File: config.mk
export PLATFORM = sky130hd
export DESIGN_NAME = regfile_dump_ctrl
export DESIGN_NICKNAME = d
export VERILOG_FILES = /design/src/rtl/regfile_dump_ctrl.sv
export SDC_FILE = /design/constraint.sdc
export NUM_CORES = 1
export LEC_CHECK = 0
export ABC_AREA = 1
export CAP_MARGIN = 0
export CORE_MARGIN = 2
export CORE_UTILIZATION = 39
export CTS_CLUSTER_DIAMETER = 30
export DETAILED_ROUTE_END_ITERATION = 16
export GPL_ROUTABILITY_DRIVEN = 1
export PLACE_DENSITY = 0.78
export SLEW_MARGIN = 20
export SYNTH_ARGS = -nofsm -noshare
export SYNTH_HDL_FRONTEND = slang
export SYNTH_SLANG_ARGS = --single-unit
export TNS_END_PERCENT = 10
File: constraint.sdc
create_clock -name clk -period 1.77 [get_ports clk]
set_clock_uncertainty 0.2 [all_clocks]
set_input_delay 0.354 -clock clk [delete_from_list [all_inputs] [get_ports clk]]
set_output_delay 0.354 -clock clk [all_outputs]
set_load 0.02 [all_outputs]
File: src/rtl/regfile_dump_ctrl.sv
// regfile_dump_ctrl: on-chip register-file dump engine.
// When triggered by a start pulse, or by the PC arriving at HALT_PC, it
// halts the CPU. It then walks the CPU debug read port over x0..x[NREGS-1].
// The output is one header word (the trigger PC) followed by every register
// value, sent on a valid/ready stream to a downstream formatter.
module regfile_dump_ctrl #(
  parameter int              NREGS   = 32,
  parameter int              SELW    = 5,
  parameter int              DW      = 32,
  parameter logic [DW-1:0]   HALT_PC = 32'h0000_0048
) (
  input  logic            clk,
  input  logic            rst,
  input  logic            start,
  input  logic [DW-1:0]   pc_in,
  output logic [SELW-1:0] reg_sel,
  input  logic [DW-1:0]   reg_data,
  output logic            cpu_halt,
  output logic            out_valid,
  input  logic            out_ready,
  output logic [DW-1:0]   out_data,
  output logic            out_last,
  output logic            busy,
  output logic            done
);

  typedef enum logic [2:0] {
    S_IDLE,
    S_HDR,
    S_SEL,
    S_XFER,
    S_DONE
  } state_e;

  localparam logic [SELW-1:0] LAST_IDX = SELW'(NREGS - 1);

  state_e          state_q, state_d;
  logic [SELW-1:0] idx_q,   idx_d;
  logic [DW-1:0]   data_q,  data_d;
  logic            armed_q, armed_d;

  logic pc_at_halt;
  logic trigger;

  assign pc_at_halt = (pc_in == HALT_PC);
  // A start pulse and a PC match in the same cycle still give one trigger.
  assign trigger    = start | (armed_q & pc_at_halt);

  // Next-state logic for the dump sequencer and the auto-trigger arm flag.
  always_comb begin
    // NOTE: every signal gets its hold value first, so no path through the case can infer a latch.
    state_d = state_q;
    idx_d   = idx_q;
    data_d  = data_q;

    unique case (state_q)
      S_IDLE: begin
        if (trigger) begin
          state_d = S_HDR;
          data_d  = pc_in;
          idx_d   = '0;
        end
      end
      S_HDR: begin
        if (out_ready) state_d = S_SEL;
      end
      S_SEL: begin
        // x0 is hardwired to zero, so do not trust the read port for it.
        data_d  = (idx_q == '0) ? '0 : reg_data;
        state_d = S_XFER;
      end
      S_XFER: begin
        if (out_ready) begin
          if (idx_q == LAST_IDX) begin
            state_d = S_DONE;
          end else begin
            idx_d   = idx_q + 1'b1;
            state_d = S_SEL;
          end
        end
      end
      S_DONE: begin
        state_d = S_IDLE;
        idx_d   = '0;
      end
      default: state_d = S_IDLE;
    endcase

    // Re-arm whenever the PC leaves HALT_PC. Disarm at the end of a dump,
    // so that each arrival at HALT_PC gives only one auto-dump.
    if (!pc_at_halt)            armed_d = 1'b1;
    else if (state_q == S_DONE) armed_d = 1'b0;
    else                        armed_d = armed_q;
  end

  // State register with synchronous active-high reset.
  always_ff @(posedge clk) begin
    // NOTE: sequential state uses non-blocking assignments, so every register samples pre-edge values.
    if (rst) begin
      state_q <= S_IDLE;
      idx_q   <= '0;
      data_q  <= '0;
      armed_q <= 1'b1;
    end else begin
      state_q <= state_d;
      idx_q   <= idx_d;
      data_q  <= data_d;
      armed_q <= armed_d;
    end
  end

  // Outputs are decoded from the registered state only.
  always_comb begin
    reg_sel   = idx_q;
    out_data  = data_q;
    out_valid = (state_q == S_HDR) || (state_q == S_XFER);
    out_last  = (state_q == S_XFER) && (idx_q == LAST_IDX);
    busy      = (state_q != S_IDLE);
    cpu_halt  = (state_q != S_IDLE);
    done      = (state_q == S_DONE);
  end

endmodule

; After elaboration in Yosys (flattened, before gate mapping)
; Cells that the tools add are included.
[totals]
regBits = 41
inputBits = 68
out_inout_bits = 42
elab_cells = 41
[op_classes]
n_addsub = 1
n_eq_ne = 10
n_mux = 12
n_bitwise = 3
n_reduce_logical = 11
[ops]
columns = cell, n
row1 = $mux 32, 2
row2 = $pmux 32 s2, 1
row3 = $eq 32x7->1 const B, 1
row4 = $mux 5, 3
row5 = $pmux 5 s3, 1
row6 = $mux 3, 4
row7 = $pmux 3 s4, 1
row8 = $ne 2x2->1 const B, 4
row9 = $eq 3x2->1 const B, 2
row10 = $reduce_bool 3->1, 2
row11 = $add 5x1->5 const B, 1
row12 = $eq 5x5->1 const B, 1
row13 = $logic_not 5->1, 1
row14 = $reduce_and 4->1, 1
row15 = $eq 3x1->1 const B, 1
row16 = $eq 3x3->1 const B, 1
row17 = $logic_not 3->1, 1
row18 = $reduce_and 3->1, 1
row19 = $reduce_and 2->1, 1
row20 = $reduce_bool 2->1, 1
row21 = $reduce_or 2->1, 1
row22 = $and 1x1->1, 1
row23 = $logic_and 1x1->1, 1
row24 = $logic_or 1x1->1, 1
row25 = other kinds (2), 2

; Longest topological paths before layout
[depth]
ltp_word = 5
ltp_mapped = 12
mapped_depth_nobuf = 10

; Worst setup path after synthesis
; Ideal clock, no wire load.
[synth_path]
kind = register to output
startpoint = register idx_q[1] (netlist: reg_sel[1])
endpoint = output out_last
arrival_time_ns = 1.375
required_ns = 1.216
setup_slack_ns = -0.159
stages_incl_launch_ff = 7
path_buffers = 0
cell_sequence = dfxtp_1 > ha_1 > nand2_1 > nor2_1 > ha_1 > inv_1 > nor2_1
[synth_via]
elab_chain_len = 2
[synth_lines]
columns = element, line_no
row1 = from (decl), 38  ; logic [SELW-1:0] idx_q, idx_d;
row2 = from (signal assigned), 106  ; idx_q <= idx_d;
row3 = $eq 5x5->1, 117  ; out_last = (state_q == S_XFER) && (idx_q == LAST_IDX);
row4 = $logic_and 1x1->1, 117
row5 = to (decl), 22  ; output logic out_last,
; No other way between the ends.

; Worst setup path in the final report
; Ends and elaborated chain as after synthesis.

==> impl_metrics.env <==
export IMPL_place_area_um2=3900
export IMPL_r2r_cells=13
export IMPL_clock_fmax_mhz=530
export IMPL_yosysMostFrequentCell="nor2_1"
export IMPL_cp_end_kind="output pin"
export IMPL_slew_headroom_pct=80.0
export IMPL_grt_pass1_wl_mm=12.5
export IMPL_pin_count=110
export IMPL_start_kind="register"
export IMPL_initial_core_util_pct=40.1
export IMPL_synthArstFlopShare_pct=0
export IMPL_synth_area_top_cells="dfxtp_1 32%, a21oi_1 14%, nor2_1 13%"
export IMPL_drive_above_1_share_pct=20.0
export IMPL_via_per_inst=4.93
export IMPL_setup_viol=41
export IMPL_worstSetupPathType="register to output pin"
export IMPL_violations="negative setup slack"
export IMPL_crit_required_ps=1220
export IMPL_slowest_delay_ps=370
export IMPL_fin_util_pct=69.4
export IMPL_ys_seq_area_share_pct=32.2
export IMPL_dr_pass1_iters=4
export IMPL_finalHoldViolCount=0
export IMPL_grt_usage_pct=21.0
export IMPL_dieArea_um2=7190
export IMPL_globalplace_congestion=0.863
export IMPL_synth_cells=420
export IMPL_antenna_cells=0
export IMPL_final_cell_area_um2=4410
export IMPL_instances_no_fill=637
export IMPL_dp_cells=612
export IMPL_synth_area_leader_cell="dfxtp_1"
export IMPL_first_iter_violations=138
export IMPL_core_area_um2=6350
export IMPL_clkTransAtPathRegs_ps=80
export IMPL_syn_area_per_cell_um2=6.07
export IMPL_cts_num_sinks=41
export IMPL_powerDensity_nw_per_um2=686
export IMPL_cts_root_buf="clkbuf_8"
export IMPL_cts_tree="yes"
export IMPL_crit_end="out_last"
export IMPL_ys_warn_count=0
export IMPL_dp_hpwl_mm=5.73
export IMPL_die_w_um=84.8
export IMPL_cap_violations=0
export IMPL_synth_main_ff_cell="dfxtp_1"
export IMPL_num_rows=29
export IMPL_critPathMaxFanout=2
export IMPL_numCtsBuffers=5
export IMPL_drv_slew=0
export IMPL_totalPowerFinal_mw=3.03
export IMPL_dp_worst_setup_slack_ps=-515
export IMPL_via_count=3140
export IMPL_wl_mm=8.92
export IMPL_fin_crit_ps=1890
export IMPL_post_route_period_util_pct=107
export IMPL_drcViolationCount=0
export IMPL_hold_slack_ps=255
export IMPL_path_cells="ha_4 > nand2_4 > nor2_4 > ha_4 > inv_2 > nor2_4 > buf_6"
export IMPL_synth_edff_count=0
export IMPL_setup_slack_ps=-116
export IMPL_area_growth_pct=73.1
export IMPL_ir_drop_mv=0.504
export IMPL_setup_tns_ps=-2770
export IMPL_port_buffers=109
export IMPL_min_path_type="primary input to register"
export IMPL_die_h_um=84.8
export IMPL_yosys_cell_types_count=26
export IMPL_antenna_found_initial=0
export IMPL_grt_max_degree=49
export IMPL_slowest_stage="dfxtp_2"
export IMPL_r2r_slack_ps=-110
export IMPL_tightest_slew_ps=299
export IMPL_grt_ovfl_total=0
export IMPL_ant_nets=0
export IMPL_synth_seq_cells=41
export IMPL_nets=631
export IMPL_wire_per_inst_um=14.0
export IMPL_clockBufferDepth=2
export IMPL_cp_startpoint="reg_sel[1]"
export IMPL_power_leakage_nw=2.34
export IMPL_grt_pass1_vias=2793
export IMPL_yosys_area_top_type_share_pct=32.2
export IMPL_status="finished with violations"
export IMPL_synthesis_nets=491
export IMPL_r2r_end="state_q[2]"
export IMPL_syn_area_um2=2550
export IMPL_arrival_ps=1330
export IMPL_rsz0062_at_grt="yes"
export IMPL_h_tree_depth=2
export IMPL_cts_hold_buffers=0
export IMPL_yosys_top_cells_count="90 x nor2_1, 70 x a21oi_1, 65 x inv_1"
export IMPL_clock_latency_ps=290
export IMPL_r2r_start="reg_sel[1]"
[kinds of logic (layout without fill, tap and decap cells)]
logic type,count (synthesis),count (layout),synth area share [%]
adder cells (fa/ha/maj),3,3,1.47
buffers and inverters,93,232,16.1
AO/OA/AOI/OAI,74,74,15.2
flip-flops,41,41,32.2
AND/OR/NAND/NOR,209,210,35.0
[power breakdown]
part | total (mW) | internal (mW) | switching, mW
Clock | 0.607 | 0.309 | 0.298
Combinational | 1.32 | 0.620 | 0.697
Sequential | 1.10 | 1.03 | 0.0680
[layer usage]
metal  track usage [%]  up-vias  share of wire [%]
met3              3.99       13                5.8
met5                 0        -                  0
met2              37.9      101                 53
li1                  -     1599                  -
met1              25.5     1427                 40
met4              6.06        0                1.6
[state kept, by name (all words and copies together), names as in the netlist]
signal and count:
out_data 32, state_q 3, armed_q 1, reg_sel 5
[worst min path at each step]
stage,startpoint,to,slack (ps),cells past startpoint
finish,pc_in[11],out_data[11],250,5
global route,pc_in[20],out_data[20],290,5
floorplan,rst,state_q[0],220,1
CTS,out_data[28],out_data[28],290,2
global placement,out_data[28],out_data[28],260,2
detailed placement,out_data[3],out_data[3],270,2
[worst max-delay path, delay by kind of cell, from the launching register on]
family / cells / cell delay [ps]
buffers and inverters: 2 / 160
AND/OR/NAND/NOR: 3 / 230
adder cells (fa/ha/maj): 2 / 280
flip-flops: 1 / 370
[cell usage in the layout, fill, tap and decap left out, drive strengths merged]
master,n
ha,3
clkdlybuf4s15,2
or2,1
o21ai,2
dlygate4sd2,58
clkbuf,14
inv,67
nand2,62
buf,47
nor3,2
nor2,91
dfxtp,41
nand3,47
and2,3
o31ai,1
dlymetal6s2s,9
clkdlybuf4s50,35
nand4,4
a21oi,71
[layout make-up]
class / count / area (um^2)
inverter: 67 / 256
multi-input combinational: 287 / 1520
tap: 77 / 96.3
timing repair buffer: 158 / 1630
sequential: 41 / 826
clock buffer: 7 / 86.3
fill: 526 / 1940
[what timing repair did]
action / CTS / global route
gates resized for setup: 106 / 46
hold endpoints to repair: 0 / 0
setup endpoints to repair: 80 / 46
cloned: 0 / 10
setup buffers: 6 / 2
pin swaps: 9 / 43
No activity file was read; power rests on OpenSTA's default activity.
